`config.mk`:
```
export PLATFORM = sky130hd
export DESIGN_NAME = nibble_serial_adder_flat
export DESIGN_NICKNAME = d
export VERILOG_FILES = /design/src/rtl/nibble_serial_adder_pkg.sv /design/src/rtl/nibble_serial_adder_if.sv /design/src/rtl/nibble_serial_adder_ripple.sv /design/src/rtl/nibble_serial_adder.sv /design/src/flat_wrapper.sv
export SDC_FILE = /design/constraint.sdc
export NUM_CORES = 1
export LEC_CHECK = 0
export CORE_MARGIN = 2
export CORE_UTILIZATION = 49
export DETAILED_ROUTE_END_ITERATION = 10
export HOLD_SLACK_MARGIN = 0.06
export PLACE_DENSITY = 0.79
export REMOVE_ABC_BUFFERS = 1
export SLEW_MARGIN = 20
export SYNTH_ARGS = -nofsm -noshare
export SYNTH_HDL_FRONTEND = slang
export SYNTH_SLANG_ARGS = --single-unit
```
`constraint.sdc`:
```
create_clock -name clk -period 5.7 [get_ports clk]
set_clock_uncertainty 0.05 [all_clocks]
set_input_delay 1.71 -clock clk [delete_from_list [all_inputs] [get_ports clk]]
set_output_delay 1.71 -clock clk [all_outputs]
set_load 0.005 [all_outputs]
```
`src/rtl/nibble_serial_adder_pkg.sv`:
```
// Shared types and constants for the nibble-serial adder.
package adder_pkg;
  typedef enum logic [1:0] {IDLE, RUN, DONE} nsa_state_t;
  localparam int NIBBLE_W = 4;
endpackage

```
`src/rtl/nibble_serial_adder_if.sv`:
```
// Operand/result handshake bundle for the nibble-serial adder.
interface nibble_serial_adder_if #(parameter int WIDTH = 16);
  logic             in_valid;
  logic             in_ready;
  logic [WIDTH-1:0] a;
  logic [WIDTH-1:0] b;
  logic             cin;
  logic             out_valid;
  logic             out_ready;
  logic [WIDTH-1:0] sum;
  logic             cout;

  modport master (
    output in_valid, a, b, cin, out_ready,
    input  in_ready, out_valid, sum, cout
  );

  modport slave (
    input  in_valid, a, b, cin, out_ready,
    output in_ready, out_valid, sum, cout
  );
endinterface

```
`src/rtl/nibble_serial_adder_ripple.sv`:
```
// Four-bit ripple-carry adder slice, pure dataflow.
module ripple_adder_4bit_dataflow (
  input  logic [3:0] a_i,
  input  logic [3:0] b_i,
  input  logic       cin_i,
  output logic [3:0] sum_o,
  output logic       cout_o
);
  logic [4:0] c;

  assign c[0] = cin_i;
  for (genvar i = 0; i < 4; i++) begin : g_fa
    assign sum_o[i] = a_i[i] ^ b_i[i] ^ c[i];
    assign c[i+1]   = (a_i[i] & b_i[i]) | (c[i] & (a_i[i] ^ b_i[i]));
  end
  assign cout_o = c[4];
endmodule

```
`src/rtl/nibble_serial_adder.sv`:
```
// Serial WIDTH-bit adder: one 4-bit slice reused per nibble, carry registered between nibbles.
module nibble_serial_adder
  import adder_pkg::*;
#(
  parameter int WIDTH = 16
) (
  input  logic                 clk,
  input  logic                 rst_n,
  nibble_serial_adder_if.slave bus
);
  localparam int NIBBLES = WIDTH / NIBBLE_W;
  localparam int IDX_W   = (NIBBLES > 1) ? $clog2(NIBBLES) : 1;
  localparam int SEL_W   = $clog2(WIDTH);

  if ((WIDTH % NIBBLE_W) != 0 || WIDTH < NIBBLE_W) begin : g_width_chk
    $error("nibble_serial_adder: WIDTH must be a multiple of 4 and >= 4");
  end

  nsa_state_t        state_q, state_d;
  logic [IDX_W-1:0]  idx_q, idx_d;
  logic              carry_q, carry_d;
  logic              cout_q, cout_d;
  logic [WIDTH-1:0]  a_q, a_d;
  logic [WIDTH-1:0]  b_q, b_d;
  logic [WIDTH-1:0]  sum_q, sum_d;
  logic [SEL_W-1:0]  base;
  logic [3:0]        s_sum;
  logic              s_cout;
  logic              last_nibble;

  assign base        = SEL_W'({idx_q, 2'b00});
  assign last_nibble = (idx_q == IDX_W'(NIBBLES - 1));

  ripple_adder_4bit_dataflow u_slice (
    .a_i    (a_q[base +: NIBBLE_W]),
    .b_i    (b_q[base +: NIBBLE_W]),
    .cin_i  (carry_q),
    .sum_o  (s_sum),
    .cout_o (s_cout)
  );

  // Handshake flags come from state only; reset forces both low.
  assign bus.in_ready  = rst_n & (state_q == IDLE);
  assign bus.out_valid = rst_n & (state_q == DONE);
  assign bus.sum       = sum_q;
  assign bus.cout      = cout_q;

  always_comb begin
    state_d = state_q;
    idx_d   = idx_q;
    carry_d = carry_q;
    cout_d  = cout_q;
    a_d     = a_q;
    b_d     = b_q;
    sum_d   = sum_q;
    case (state_q)
      IDLE: begin
        if (bus.in_valid) begin
          a_d     = bus.a;
          b_d     = bus.b;
          carry_d = bus.cin;
          idx_d   = '0;
          state_d = RUN;
        end
      end
      RUN: begin
        sum_d[base +: NIBBLE_W] = s_sum;
        carry_d = s_cout;
        idx_d   = idx_q + 1'b1;
        if (last_nibble) begin
          cout_d  = s_cout;
          state_d = DONE;
        end
      end
      DONE: begin
        if (bus.out_ready) state_d = IDLE;
      end
      default: state_d = IDLE;
    endcase
  end

  always_ff @(posedge clk) begin
    if (!rst_n) begin
      state_q <= IDLE;
      idx_q   <= '0;
      carry_q <= 1'b0;
      sum_q   <= '0;
      cout_q  <= 1'b0;
    end else begin
      state_q <= state_d;
      idx_q   <= idx_d;
      carry_q <= carry_d;
      sum_q   <= sum_d;
      cout_q  <= cout_d;
    end
  end

  // Operand copies are pure data and need no reset.
  always_ff @(posedge clk) begin
    a_q <= a_d;
    b_q <= b_d;
  end
endmodule

```
`src/flat_wrapper.sv`:
```
// flat-port wrapper written by rule: the top's interface ports become plain ports
module nibble_serial_adder_flat import adder_pkg::*;
#(
  parameter int WIDTH = 16
)
  (clk, rst_n, bus_in_valid, bus_a, bus_b, bus_cin, bus_out_ready, bus_in_ready, bus_out_valid, bus_sum, bus_cout);
  nibble_serial_adder_if #(.WIDTH(WIDTH)) bus_i ();
  input  logic clk;
  input  logic rst_n;
  input wire logic [$bits(bus_i.in_valid)-1:0] bus_in_valid;
  input wire logic [$bits(bus_i.a)-1:0] bus_a;
  input wire logic [$bits(bus_i.b)-1:0] bus_b;
  input wire logic [$bits(bus_i.cin)-1:0] bus_cin;
  input wire logic [$bits(bus_i.out_ready)-1:0] bus_out_ready;
  output wire logic [$bits(bus_i.in_ready)-1:0] bus_in_ready;
  output wire logic [$bits(bus_i.out_valid)-1:0] bus_out_valid;
  output wire logic [$bits(bus_i.sum)-1:0] bus_sum;
  output wire logic [$bits(bus_i.cout)-1:0] bus_cout;
  assign bus_i.in_valid = bus_in_valid;
  assign bus_i.a = bus_a;
  assign bus_i.b = bus_b;
  assign bus_i.cin = bus_cin;
  assign bus_i.out_ready = bus_out_ready;
  assign bus_in_ready = bus_i.in_ready;
  assign bus_out_valid = bus_i.out_valid;
  assign bus_sum = bus_i.sum;
  assign bus_cout = bus_i.cout;
  nibble_serial_adder #(.WIDTH(WIDTH)) u_core (.clk(clk), .rst_n(rst_n), .bus(bus_i));
endmodule
```
==> flow_summary.yaml <==
critical_path:
  startpoint_type: "input pin"
  reg2reg_to: "u_core.bus.sum[7]"
  crit_path_max_incr_delay_ns: 0.54
  cp.arrival_ns: 3.30
  crit_cells: 5
  rr_worst_depth: 11
  cp.buffers_inverters: 4
  timing.critical_path.mode_cell: "clkdlybuf4s50_1"
  rrSetupSlack_ns: 2.32
  path_max_fanout: 16
  critPathCapture: "bus_in_ready"
  path_cells: "clkdlybuf4s50_1 > buf_4 > inv_1 > nor3_1 > clkdlybuf4s50_1"
  reg2reg_from: "u_core.idx_q[0]"
  worstPathRequired_ns: 3.94
  path_delay_family: "buffers and inverters"
  cp-startpoint: "rst_n"
  slowest_stage: "clkdlybuf4s50_1"
  crit_type: "in -> out"
  crit_path_end_kind: "output pin"
power:
  p_comb_share_pct: 14.3
  p_leak_nw: 1.028
  power.share.sequential_pct: 59.0
  switching_share_pct: 23.27
  vdd_drop_max_v: 0.0001585
  intPower_w: 0.0005778
  p_per_area_mw_per_mm2: 255.1
  p_switching_w: 0.0001753
  clkPwrFrac_pct: 26.6
clock_network:
  clkLatencyLatePin_ns: 0.30
  postCtsSetupBuffers: 0
  cts_sinks: 54
  cts_buffer_depth: 2
  cts_tree: "built"
  cts_max_level: 2
  holdBufCountCts: 0
  path_clk_slew_ns: 0.09
  cts-resized-gates: 0
  root_buffer: "clkbuf_8"
  numCtsBuffers: 5
final_layout:
  drive_above_1_share_pct: 9.955
  diodes: 0
  syn_to_final_growth_pct: 30.19
  fillers: 329
  nNetsFinal: 267
  fin_util_pct: 66.87
floorplan:
  rows: 24
  io-pin-count: 56
  die_y_um: 72.02
  start_util_pct: 51.36
  die_area_sq_mm: 0.005187
  die_w_um: 72.02
  core_area_sq_mm: 0.004414
synthesis:
  ys.flop_type: "edfxtp_1"
  synth_most_common_cell: "edfxtp_1"
  yosysTopAreaCellShare_pct: 42.38
  syn_area_per_cell_sq_um: 13.91
  synth-edff-count: 32
  ys_seq_area_share_pct: 61.81
  ys_seq_elements: 54
  yosys-top-cells-area: "edfxtp_1 (42%), dfxtp_1 (19%), mux4_2 (7.9%)"
  ys_top_cells_by_count: "edfxtp_1 (32), dfxtp_1 (22), nand2_1 (17), inv_1 (12), a21oi_1 (11)"
  async_reset_ff_share_pct: 0
  synthesis.area_sq_mm: 0.002267
  yosysWarnings: 0
  yosysUniqueCellTypes: 37
  yosys.area.top_type: "edfxtp_1"
  syn_inst: 163
grt:
  grt_pass1_vias: 1428
  antenna_found_initial: 0
  grt_pass1_wl_um: 6686
  overflow: 0
  grt_use_total_pct: 16.87
  grt_start_max_net_pins: 34
status:
  status: "finished, final reports clean"
route:
  drt_iter0_markers: 88
  drc: 0
  drtPass1Iterations: 4
  vias: 1493
  ant_nets: 0
  viasPerCell: 5.469
  routed_wl_um: 4133
  wl_per_cell_um: 15.14
timing:
  worst-slew-pin-transition_ns: 0.8446
  fin_ws_ns: 0.6413
  fmax_mhz: 197.7
  period_share_pct: 88.75
  period_needed_ns: 5.059
  setup_viol: 0
  rsz0062_at_grt: "no"
  holdWs_ns: 0.4141
  finalHoldViolations: 0
  slew_headroom_pct: 43.62
  drv_slew: 0
  setup-tns-final_ns: 0
placement:
  place_hpwl_um: 3162
  portBuffers: 55
  globalplace.congestion: 0.8869
  pre_cts_ws_ns: 0.6360
min_path:
  min_path_cells: 2
  min_path_type: "reg -> reg"
run:
  max-cap-violations: 0
## sequential cells by signal, indices dropped and copies added, names as in the netlist
| signal | flops |
|---|---|
| u_core.state_q | 2 |
| u_core.b_q | 16 |
| u_core.a_q | 16 |
| u_core.bus.sum | 16 |
| u_core.carry_q | 1 |
| u_core.bus.cout | 1 |
| u_core.idx_q | 2 |
## worst min-delay path by stage
stage	start	to	slack [ns]
detailed placement	u_core.bus.sum[8]	u_core.bus.sum[8]	0.41
CTS	u_core.bus.sum[8]	u_core.bus.sum[8]	0.42
global placement	u_core.bus.sum[7]	u_core.bus.sum[7]	0.40
finish	u_core.bus.sum[8]	u_core.bus.sum[8]	0.41
global route	u_core.bus.sum[8]	u_core.bus.sum[8]	0.43
floorplan	u_core.bus.sum[10]	u_core.bus.sum[10]	0.40
## worst reg2reg max path, cell delays in order (launching register included)
cell and delay [ns]:
dfxtp_1 0.88, mux4_2 0.59, inv_1 0.09, fa_1 0.16, inv_1 0.05, fa_1 0.36, inv_1 0.07, fa_1 0.16
inv_1 0.05, fa_1 0.57, nand4_1 0.12, a21oi_1 0.16
## cell usage in the layout, fill, tap and decap left out, drive strengths merged
cell           synthesis  layout
clkdlybuf4s50          0      55
edfxtp                32      32
dfxtp                 22      22
nand2                 17      17
inv                   12      12
a21oi                 11      11
mux4                   8       8
ha                     6       6
clkbuf                 4       6
nand4b                 5       5
nand4                  4       4
fa                     4       4
nand3b                 4       4
nor2                   3       3
nand3                  3       3
o21ai                  3       3
nor3b                  2       2
nor2b                  2       2
o32ai                  2       2
o22ai                  2       2
a32o                   2       2
buf                    3       2
clkinv                 0       2
nor3                   1       1
o21bai                 1       1
nand2b                 1       1
a221oi                 1       1
a22oi                  1       1
or3b                   1       1
and2b                  1       1
and2                   1       1
and3b                  1       1
nor4                   1       1
or4                    1       1
a211oi                 1       1
## layer usage
metal | wire length [um] | up-vias | GRT usage (%)
met5 | 0 | - | 0
met2 | 2152 | 56 | 30.45
met1 | 1665 | 712 | 20.11
met3 | 279 | 4 | 4.306
li1 | - | 721 | -
met4 | 36 | 0 | 4.403
## stage by stage
step | std cells | instance area, sq um | power [W]
after CTS | 273 | 2952 | 0.0007602
after floorplan | 156 | 2235 | 0.0005090
after global placement | 265 | 2870 | 0.0005584
final | 273 | 2952 | 0.0007530
after detailed placement | 265 | 2870 | 0.0005627
after global routing | 273 | 2952 | 0.0007866
## power groups by stage
stage	registers [W]	logic, W	clock network [W]
after floorplan	0.000451	0.0000578	0
after global placement	0.000452	0.000106	0
after detailed placement	0.000454	0.000108	0
after CTS	0.000445	0.000109	0.000206
after global routing	0.000447	0.000117	0.000222
final	0.000445	0.000108	0.000201
## cells by family after synthesis
group | count (synthesis) | synth area share, %
simple gates | 48 | 12.97
flops | 54 | 61.81
mux | 8 | 7.947
compound gates | 24 | 7.009
buf+inv | 19 | 3.421
fa+ha+maj | 10 | 6.843
## layout make-up
type | count | area (sq um) | share of cell area [%]
Sequential cell | 54 | 1401 | 47.48
Tap cell | 52 | 65.06 | 2.204
Inverter | 12 | 45.04 | 1.526
Clock inverter | 2 | 8.758 | 0.2967
Clock buffer | 6 | 72.57 | 2.459
Multi-Input combinational cell | 90 | 793.3 | 26.88
Timing Repair Buffer | 57 | 565.5 | 19.16
Power figures use the tool's default switching activity.
